### src/rtl/vram_write_buffer.sv
// CPU-side VRAM write FIFO that drains into the VRAM write port only during blanking,
// plus a sticky frame-start interrupt.
module vram_write_buffer #(
   parameter int AW           = 11,
   parameter int DEPTH        = 8,
   parameter bit DRAIN_ACTIVE = 1'b0
) (
   input  logic                       clk,
   input  logic                       rst_n,
   input  logic                       cpu_we,
   input  logic [AW-1:0]              cpu_addr,
   input  logic [7:0]                 cpu_wdata,
   output logic                       cpu_rdy,
   input  logic                       de,
   input  logic                       frame,
   output logic                       vram_we,
   output logic [AW-1:0]              vram_waddr,
   output logic [7:0]                 vram_wdata,
   output logic [$clog2(DEPTH):0]     fifo_level,
   output logic                       overflow,
   output logic                       irq_frame,
   input  logic                       irq_ack
);

   localparam int PW = $clog2(DEPTH);
   localparam int LW = PW + 1;
   localparam logic [LW-1:0] FULL = LW'(DEPTH);

   logic [AW+7:0]  mem [DEPTH];
   logic [AW+7:0]  head;
   logic [PW-1:0]  wr_ptr, rd_ptr;
   logic [LW-1:0]  level;
   logic           push, pop, drop;

   // cpu_rdy depends only on the level register, never on cpu_we.
   assign cpu_rdy    = (level != FULL);
   assign fifo_level = level;
   assign push       = cpu_we & cpu_rdy;
   assign drop       = cpu_we & ~cpu_rdy;
   assign pop        = (level != '0) & (DRAIN_ACTIVE | ~de);
   assign head       = mem[rd_ptr];

   // Storage carries no reset so it can map onto distributed RAM.
   always_ff @(posedge clk) begin
      if (push)
         mem[wr_ptr] <= {cpu_addr, cpu_wdata};
   end

   always_ff @(posedge clk or negedge rst_n) begin
      if (!rst_n) begin
         wr_ptr     <= '0;
         rd_ptr     <= '0;
         level      <= '0;
         vram_we    <= 1'b0;
         vram_waddr <= '0;
         vram_wdata <= '0;
         overflow   <= 1'b0;
         irq_frame  <= 1'b0;
      end else begin
         if (push)
            wr_ptr <= wr_ptr + 1'b1;

         vram_we <= pop;
         if (pop) begin
            rd_ptr     <= rd_ptr + 1'b1;
            vram_waddr <= head[AW+7:8];
            vram_wdata <= head[7:0];
         end

         if (push && !pop)
            level <= level + 1'b1;
         else if (pop && !push)
            level <= level - 1'b1;

         // Set wins over acknowledge for both sticky flags.
         if (drop)
            overflow <= 1'b1;
         else if (irq_ack)
            overflow <= 1'b0;

         if (frame)
            irq_frame <= 1'b1;
         else if (irq_ack)
            irq_frame <= 1'b0;
      end
   end

endmodule
### config.mk
export PLATFORM = sky130hd
export DESIGN_NAME = vram_write_buffer
export DESIGN_NICKNAME = d
export VERILOG_FILES = /design/src/rtl/vram_write_buffer.sv
export SDC_FILE = /design/constraint.sdc
export NUM_CORES = 1
export LEC_CHECK = 0
export BUFFER_PORTS_ARGS = -buffer_cell sky130_fd_sc_hd__buf_2
export CAP_MARGIN = 10
export CORE_ASPECT_RATIO = 1.1
export CORE_MARGIN = 2
export CORE_UTILIZATION = 59
export CTS_CLUSTER_DIAMETER = 80
export DETAILED_ROUTE_END_ITERATION = 6
export PLACE_DENSITY = 0.78
export REMOVE_ABC_BUFFERS = 1
export SLEW_MARGIN = 10
export SYNTH_ARGS = -nofsm -noshare
export SYNTH_HDL_FRONTEND = slang
export SYNTH_SLANG_ARGS = --single-unit
### constraint.sdc
create_clock -name clk -period 3.36 [get_ports clk]
set_input_delay 0.336 -clock clk [delete_from_list [all_inputs] [get_ports clk]]
set_output_delay 0.336 -clock clk [all_outputs]
set_load 0.05 [all_outputs]
==> results of run 1 <==
[registers in the layout, indices dropped and copies added, names as in the netlist]
name,count
irq_frame,1
vram_we,1
vram_wdata,8
rd_ptr,3
mem,152
overflow,1
vram_waddr,11
fifo_level,4
wr_ptr,3
[cells by family after synthesis]
family	count (synthesis)	synth area share, %
and+or+nand+nor	87	5.60
adders and majority gates	6	1.14
xor gates and xnor gates	6	0.726
DFF	184	74.1
muxes	79	11.0
AOI/OAI and AO/OA	47	4.81
buffers and inverters	27	2.56
[metal layers]
metal | GRT usage (%) | up-vias | share of wire, %
li1 | - | 1792 | -
met2 | 37.8 | 105 | 53
met5 | 0 | - | 0
met3 | 4.89 | 18 | 4.1
met4 | 7.04 | 0 | 1.6
met1 | 28.6 | 1988 | 41
[through the flow]
step           instances  hold WS (ns)
6_report             666        0.0165
5_1_grt              666        0.0807
4_1_cts              665        0.0422
3_5_place_dp         633         0.460
3_3_place_gp         633         0.452
2_1_floorplan        415        0.0404
[power groups by stage]
stage	Clock (mW)	Sequential [mW]	Combinational, mW
after floorplan	0	3.87	1.27
after global placement	0	3.31	2.41
after detailed placement	0	3.34	2.48
after CTS	1.99	3.30	2.50
after global routing	2.09	3.35	2.67
final	1.96	3.30	2.49
[layout make-up]
| cell class | count | share of cell area [%] |
|---|---|---|
| inverters | 6 | 0.303 |
| clock inverters | 14 | 1.79 |
| multi-input cells | 225 | 20.8 |
| clock buffers | 18 | 5.31 |
| flip-flops and latches | 184 | 65.0 |
| well taps | 154 | 2.33 |
| repair buffers | 65 | 4.51 |
[final timing paths]
| path | endpoint | from |
|---|---|---|
| hold / removal | vram_waddr[6]$_DFFE_PN0P_ | rst_n |
| max in group asynchronous | rd_ptr[0]$_DFFE_PN0P_ | rst_n |
| min in group clk | irq_frame$_DFFE_PN0P_ | frame |
| setup / recovery | fifo_level[3]$_DFFE_PN0P_ | fifo_level[1]$_DFFE_PN0P_ |
| setup reg to reg | fifo_level[3]$_DFFE_PN0P_ | fifo_level[1]$_DFFE_PN0P_ |
| hold reg to reg | vram_wdata[4]$_DFFE_PN0P_ | vram_wdata[4]$_DFFE_PN0P_ |
[worst max-delay path, stage by stage, from the launching register on]
cell and delay (ns):
dfrtp_1 0.47, nor4b_4 0.34, inv_2 0.08, nand2_4 0.12
inv_4 0.06, ha_1 0.24, inv_1 0.17, ha_1 0.26
a21o_1 0.21, a2111oi_0 0.40, o31ai_1 0.14
[cells in the final DEF, fill, tap and decap left out, drive strengths merged, types with 3 or more instances in the layout]
cell type / n
nor3: 8
xnor2: 5
nand3: 19
buf: 65
clkbuf: 18
edfxtp: 152
nand2: 49
a21o: 3
clkinv: 7
a22oi: 38
dfrtp: 32
nor2: 4
ha: 5
mux2i: 77
inv: 10
==> metrics.txt, run 1 <==
Setup CP Type register to register; Pint 4.93 mW; largest net degree at the start of global routing 43; power share of the combinational group 32.1%; worst endpoint data arrival time 2.91 ns; FMAX 381 MHz; Die Ht 120 um; final instance area 0.00827 mm2; post-synthesis sequential element count 184; Layout Nets between 500 and 600; YS warnings 0; ys async rst share 17.4%; Post-DRT Antenna Nets 0; fin worst setup slack 0.738 ns; TritonCTS clock tree done; Die X 110 um; CTS buffer count 17; DP HPWL 7870 um; top post-synthesis cells by area edfxtp_1, dfrtp_1, mux2i_1, a22oi_1, nand2_1; clk slew on worst S/H paths 0.07 ns; Starting Density 60.4%; row count 42; critical path launch point type register; number of synthesized flops with an enable pin about 150; total congestion overflow 0; Die ar. 0.0132 mm2; PD cells 937 mW/mm2; Sink Count 184; ys flop type edfxtp_1; status complete, no violations; Remaining DRCs 0; clk_lat worst skew 0.42 ns; register area between 0.005 and 0.006 mm2; CP endpoint kind register; post-CTS resize count 0; post-CTS setup buffer count 0; layout cell share with drive strength beyond 1 approximately 22%; DR pass1 iterations 4; max-slew violations 0; post-place setup slack 0.752 ns; switching part of the total power about 36%; share of the synthesized area in the top cell type a little over three fifths; CORE AREA 0.0120 mm2; reg-to-reg slack, setup 0.74 ns; critical path peak fanout 6; post-route total power just under 8 mW; Post-Place Cell Area 0.00767 mm2; Hold WC Path Type input pin to asynchronous set/reset pin; I/O pin cnt 52; average wire per standard cell 20.6 um; synthesized area 0.00724 mm2; count of cell types in the netlist 35; worst-margin pin slew ~0.96 ns; Final Skew ~0.007 ns; # diodes 0; antenna violations before repair 0; Root Buffer clkbuf_16; Synth area leader edfxtp_1; Post-Syn Instances ~440; Period minus WS final 2.62 ns; Avg Inst Size Synth 16.6 um2; register area share after synthesis between 70% and 80%; vias in the first global route 3967; Clk network pwr share 25.3%; placer congestion estimate about 0.75; Fin. Hold Viols 0; Fillers 776; Worst Reg2Reg Path Length in Cells 10; routed wire length 13700 um; GRT Total Usage 22.3%; first-pass GRT wire length approximately 21000 um; P_leak 3.20 nW; Slew HR 36.1%; Initial DRC Count 309; port buffer count ~50; setup TNS 0 ns; Vias a little under 4000; Final Util 69.0%; Reg power frac 42.6%; synth cell count leaders edfxtp_1, mux2i_1, nand2_1; max_cap viols 0; drt via density about 5.9; worst-case clock buffer depth 2; RSZ-0062 raised after global routing no; crit share post-route 78.0%; CTS H-tree lvls 4; Synth-to-Final Area Change 14.2%; final setup violation count 0; hold-fix buffers at CTS 0; CP required 3.65 ns; VDD IR max 635 uV; Net Sw Power 2.81 mW; most common cell in the synthesized netlist edfxtp_1; area of the multi-input gates around 0.0017 mm2
(Power assumes the default switching activity.)
==> run 2: changes to the inputs <==
==> constraint.sdc (replaced) <==
create_clock -name clk -period 2.6 [get_ports clk]
set_input_delay 0.26 -clock clk [delete_from_list [all_inputs] [get_ports clk]]
set_output_delay 0.26 -clock clk [all_outputs]
set_load 0.05 [all_outputs]
==> run 2 against run 1 <==
  * Clock power increased by 37%
  * Flip-flop and latch count unchanged
  * Design area increased by 2.1%
  * Clock-buffer cell count increased by 1
  * Register-to-register slack got worse by 0.60 ns
  * Combinational power increased by 37%
  * Global-route usage increased by 1.4 points
  * Power increased by 34%
  * Critical endpoint unchanged
==> metrics.txt, run 2 (same netlist as run 1, synthesis figures left out) <==
status complete, no violations; Largest regs mem: 152 flops, vram_waddr: 11 flops, vram_wdata: 8 flops; CP required 2.90 ns; Starting Density 60.4%; Post-DRT Antenna Nets 0; Net Sw Power 3.70 mW; clk_lat worst skew about 0.43 ns; total congestion overflow 0; most frequent CP cell ha_1; most common cell after layout, fill and taps aside edfxtp_1; register area 0.00537 mm2; most frequent cells in the layout edfxtp_1, mux2i_1, buf_2; GRT Total Usage 23.7%; # diodes 0; Setup CP Type register to register; Pint around 6.7 mW; P_leak 3.28 nW; Die X 110 um; CTS H-tree lvls 4; first-pass GRT wire length 22400 um; setup TNS 0 ns; CTS buffer count 17; Final Skew 0.00997 ns; vias in the first global route between 4000 and 5000; Reg power frac 41.1%; TritonCTS clock tree done; DR pass1 iterations 5; max_cap viols 0; post-route total power 10.4 mW; CORE AREA around 0.012 mm2; PD cells 1230 mW/mm2; Clk network pwr share 26.0%; Final Util 70.5%; Die ar. roughly 0.013 mm2; row count 42; worst-case clock buffer depth 2; Period minus WS final around 2.5 ns; Remaining DRCs 0; Vias 4027; largest net degree at the start of global routing 40; I/O pin cnt 52; clk slew on worst S/H paths 0.07 ns; critical path launch point type register; switching part of the total power 35.7%; Die Ht 120 um; FMAX about 400 MHz; area of the multi-input gates 0.00173 mm2; DP HPWL slightly above 8000 um; CP endpoint kind register; Fillers 764; CP max stage cell dfrtp_2; crit-path max cell delay 0.44 ns; port buffer count slightly above 50; Initial DRC Count 275; Layout Nets 546; post-place setup slack 0.0889 ns; antenna violations before repair 0; VDD IR max 639 uV; critical-path cell list nor4b_4 > inv_2 > nand2_4 > inv_4 > ha_1 > inv_1 > ha_1 > a21o_1 > a21oi_2 > mux2i_1 > o31ai_1; reg-to-reg slack, setup 0.14 ns; Reg with most FFs mem; Synth-to-Final Area Change 16.7%; Sink Count about 180; Slew HR 33.4%; max reg flops 152; placer congestion estimate between 0.7 and 0.8; average wire per standard cell 21.1 um; final setup violation count 0; power share of the combinational group 32.9%; Hold WC Path Type input pin to register; Fin. Hold Viols 0; fin worst setup slack 0.141 ns; Root Buffer clkbuf_16; RSZ-0062 raised after global routing no; routed wire length ~14000 um; drt via density 5.90; worst-margin pin slew roughly 0.99 ns; worst endpoint data arrival time 2.75 ns; max-slew violations 0; layout cell share with drive strength beyond 1 24.2%; critical path peak fanout 5; crit share post-route 94.6%
-- run 2: cell types whose count changed in the layout (fill, tap and decap cells not counted), moves of 2 or more --
cell           change
dlygate4sd3_1      +2
bufinv_16          +2
clkbuf_1           +2
dfrtp_1            -2
clkinv_2           -5
dfrtp_2            +2
buf_4             +14
-- run 2: per-layer routing --
metal	wire length (um)	global-route usage, %	part of all wire (%)	vias to the layer above
met5	0	0	0	-
li1	-	-	-	1826
met4	239	8.86	1.7	0
met1	5690	30.8	40	2033
met3	812	4.73	5.6	24
met2	7660	39.4	53	144
-- run 2: metrics by stage --
stage / hold slack (ns) / std cells / area [um2]
6_report: 0.102 / 682 / 8440
5_1_grt: 0.0939 / 682 / 8440
4_1_cts: 0.0789 / 675 / 8380
3_5_place_dp: 0.418 / 641 / 7730
3_3_place_gp: 0.407 / 641 / 7730
2_1_floorplan: -0.0356 / 415 / 7080
-- run 2: critical path: cells and delay by family, from the launching register on --
kind            cells  cell delay (ns)
compound gates      3             0.51
simple gates        2             0.41
buf+inv             3             0.24
fa+ha+maj           2             0.48
flops               1             0.44
mux                 1             0.26
-- run 2: path summary, 6_finish.rpt --
check | cells after the start | from | endpoint
max | 11 | fifo_level[0]$_DFFE_PN0P_ | fifo_level[3]$_DFFE_PN0P_
min | 1 | cpu_addr[0] | mem[1][8]$_DFFE_PP_
max reg2reg | 11 | fifo_level[0]$_DFFE_PN0P_ | fifo_level[3]$_DFFE_PN0P_
min reg2reg | 2 | vram_wdata[3]$_DFFE_PN0P_ | vram_wdata[3]$_DFFE_PN0P_
max in group asynchronous | 2 | rst_n | rd_ptr[0]$_DFFE_PN0P_
min in group asynchronous | 2 | rst_n | vram_waddr[6]$_DFFE_PN0P_
-- run 2: timing repair --
action                                 in CTS  in global routing
setup endpoints to repair                   0                  1
hold buffers                                2                  0
endpoints found under the hold margin      33                  0
resized for setup                           0                  5
setup buffers                               0                  7
-- run 2: area by class of cell --
cell class	instances	area share [%]
tap	154	2.28
sequential	184	63.6
timing repair buffer	81	5.90
clock buffer	19	5.13
inverter	6	0.296
clock inverter	13	2.28
multi-input combinational	225	20.5
-- run 2: power groups by stage --
stage / Sequential (mW) / Clock, mW / Combinational [mW]
finish: 4.26 / 2.69 / 3.40
CTS: 4.27 / 2.73 / 3.32
global placement: 4.28 / 0 / 3.20
floorplan: 5.01 / 0 / 1.64
global route: 4.32 / 2.85 / 3.67
detailed placement: 4.33 / 0 / 3.28
==> run 3: changes to the inputs <==
--- a/config.mk
+++ b/config.mk
@@ -7,12 +7,13 @@
 export LEC_CHECK = 0
 export BUFFER_PORTS_ARGS = -buffer_cell sky130_fd_sc_hd__buf_2
 export CAP_MARGIN = 10
-export CORE_ASPECT_RATIO = 1.1
+export CORE_ASPECT_RATIO = 1.2
 export CORE_MARGIN = 2
 export CORE_UTILIZATION = 59
 export CTS_CLUSTER_DIAMETER = 80
 export DETAILED_ROUTE_END_ITERATION = 6
 export PLACE_DENSITY = 0.78
+export RECOVER_POWER = 100
 export REMOVE_ABC_BUFFERS = 1
 export SLEW_MARGIN = 10
 export SYNTH_ARGS = -nofsm -noshare
==> run 3 against run 2 <==
  * Global-route usage is 1.3 points lower
  * Largest power group unchanged
  * Combinational power barely moved
  * Critical path depth decreased by 1
  * Highest routed layer unchanged
  * Critical path type unchanged
==> metrics.txt, run 3 (same netlist as run 1, synthesis figures left out) <==
CP endpoint kind register; Reg power frac between 40% and 50%; most common cell after layout, fill and taps aside edfxtp_1; vias in the first global route ~4100; final instance area 0.00830 mm2; final setup violation count 0; row count 44; Post-Place Cell Area 0.00772 mm2; power share of the combinational group between 30% and 40%; Hold WC Path Type input pin to register; layout cell share with drive strength beyond 1 13.6%; placer congestion estimate 0.721; Hold Path Sink overflow$_DFFE_PN0P_; Die X approximately 110 um; max reg flops 152; CTS buffer count 17; critical path peak fanout 6; worst r2r src fifo_level[1]$_DFFE_PN0P_; antenna violations before repair 0; Largest regs mem: 152 flops, vram_waddr: 11 flops, vram_wdata: 8 flops; GRT Total Usage 22.4%; hold slack 0.0926 ns; largest net degree at the start of global routing 45; Initial DRC Count 296; first-pass GRT wire length 21600 um; RSZ-0062 raised after global routing no; Remaining DRCs 0; CP startpoint fifo_level[1]$_DFFE_PN0P_; crit share post-route 94.5%; DR pass1 iterations 5; Post-DRT Antenna Nets 0; Die Ht 125 um; DP HPWL approximately 7900 um; worst endpoint data arrival time 2.76 ns; port buffer count 51; drt via density 5.78; reg-to-reg slack, setup 0.14 ns; Final Skew 0.00909 ns; PD cells 1220 mW/mm2; Root Buffer clkbuf_16; status complete, no violations; switching part of the total power 35.6%; worst-margin pin slew 1.02 ns; Starting Density 60.0%; CORE AREA 0.0121 mm2; Net Sw Power 3.59 mW; Worst Reg2Reg Path Length in Cells 10; Pint about 6.5 mW; Sink Count 184; CTS H-tree lvls 4; I/O pin cnt 52; CP required 2.90 ns; Fin. Hold Viols 0; Synth-to-Final Area Change 14.7%; average wire per standard cell about 20 um; critical path launch point type register; clk slew on worst S/H paths 0.06 ns; TritonCTS clock tree done; Setup CP Type register to register; Period minus WS final 2.46 ns; FMAX 407 MHz; Vias 3948; Cells on Worst Hold Path 2; most frequent cells in the layout edfxtp_1, mux2i_1, nand2_1, clkbuf_1, a22oi_1; Layout Nets 540; worst hold start cpu_we; worst r2r dst fifo_level[3]$_DFFE_PN0P_; # diodes 0; clk_lat worst skew 0.43 ns; max-slew violations 0; worst-case clock buffer depth 2; total congestion overflow 0; Slew HR 31.6%; P_leak 3.11 nW; Die ar. 0.0132 mm2; Reg with most FFs mem; routed wire length 13700 um; Clk network pwr share 26.0%; max_cap viols 0; VDD IR max 997 uV
[run 3: cell count changes in the layout (fill, tap and decap cells not counted), moves of 2 or more]
cell | before | now
buf_2 | 51 | 5
buf_4 | 27 | 14
clkbuf_1 | 2 | 48
clkbuf_2 | 0 | 5
clkbuf_8 | 0 | 3
clkinv_2 | 0 | 3
clkinvlp_4 | 1 | 3
inv_6 | 4 | 0
nor2_1 | 0 | 3
nor2_2 | 4 | 1
[run 3: worst max path at each step]
stage | end | slack [ns] | cells after the start
after floorplan | mem[0][0]$_DFFE_PP_ | -0.92 | 4
final | fifo_level[3]$_DFFE_PN0P_ | 0.14 | 10
after CTS | fifo_level[3]$_DFFE_PN0P_ | 0.05 | 10
after global placement | fifo_level[3]$_DFFE_PN0P_ | 0.16 | 10
after detailed placement | fifo_level[3]$_DFFE_PN0P_ | -0.08 | 10
after global routing | fifo_level[3]$_DFFE_PN0P_ | 0.04 | 10
[run 3: final cells by class]
| cell class | instances | area [um2] |
|---|---|---|
| well taps | 161 | 201 |
| fillers | 757 | 3760 |
| inverters | 6 | 25.0 |
| clock inverters | 12 | 149 |
| repair buffers | 75 | 375 |
| flip-flops and latches | 184 | 5370 |
| clock buffers | 20 | 467 |
| multi-input cells | 225 | 1710 |
[run 3: per-layer routing]
layer | vias up | GRT usage, % | part of all wire, %
met3 | 28 | 7.35 | 6.2
met4 | 0 | 8.94 | 2.2
met2 | 144 | 35.0 | 50
met5 | - | 0 | 0
met1 | 1962 | 29.3 | 42
li1 | 1814 | - | -
[run 3: critical path, stage by stage, from the launching register on]
cell	delay [ns]
dfrtp_2	0.46
nor4b_4	0.30
inv_2	0.08
nand2_4	0.12
inv_4	0.06
ha_1	0.25
inv_1	0.10
ha_1	0.23
a21o_1	0.23
a2111oi_2	0.37
o31ai_1	0.13
[run 3: what timing repair did]
item | 4_1_cts | 5_1_grt
buffers inserted | 0 | 3
hold buffers | 2 | 0
resized for setup | 2 | 3
endpoints found under the setup margin | 1 | 11
hold endpoints to repair | 33 | 0
pin swaps | 0 | 1
[run 3: power groups by stage]
stage	Sequential (mW)	Combinational [mW]	Clock, mW
floorplan	5.01	1.64	0
global placement	4.13	3.31	0
detailed placement	4.17	3.39	0
CTS	4.11	3.42	2.66
global route	4.17	3.64	2.77
finish	4.11	3.37	2.62
[run 3: per-stage QoR]
| step | instances | power, mW | setup slack (ns) | TNS, ns | utilization [%] |
|---|---|---|---|---|---|
| 3_3_place_gp | 646 | 7.44 | 0.163 | 0 | 64.0 |
| 3_5_place_dp | 646 | 7.55 | -0.0776 | -0.0776 | 64.0 |
| 5_1_grt | 683 | 10.6 | 0.0353 | 0 | 68.8 |
| 2_1_floorplan | 415 | 6.65 | -0.918 | -67.82 | - |
| 6_report | 683 | 10.1 | 0.142 | 0 | 68.8 |
| 4_1_cts | 680 | 10.2 | 0.0499 | 0 | 69.3 |
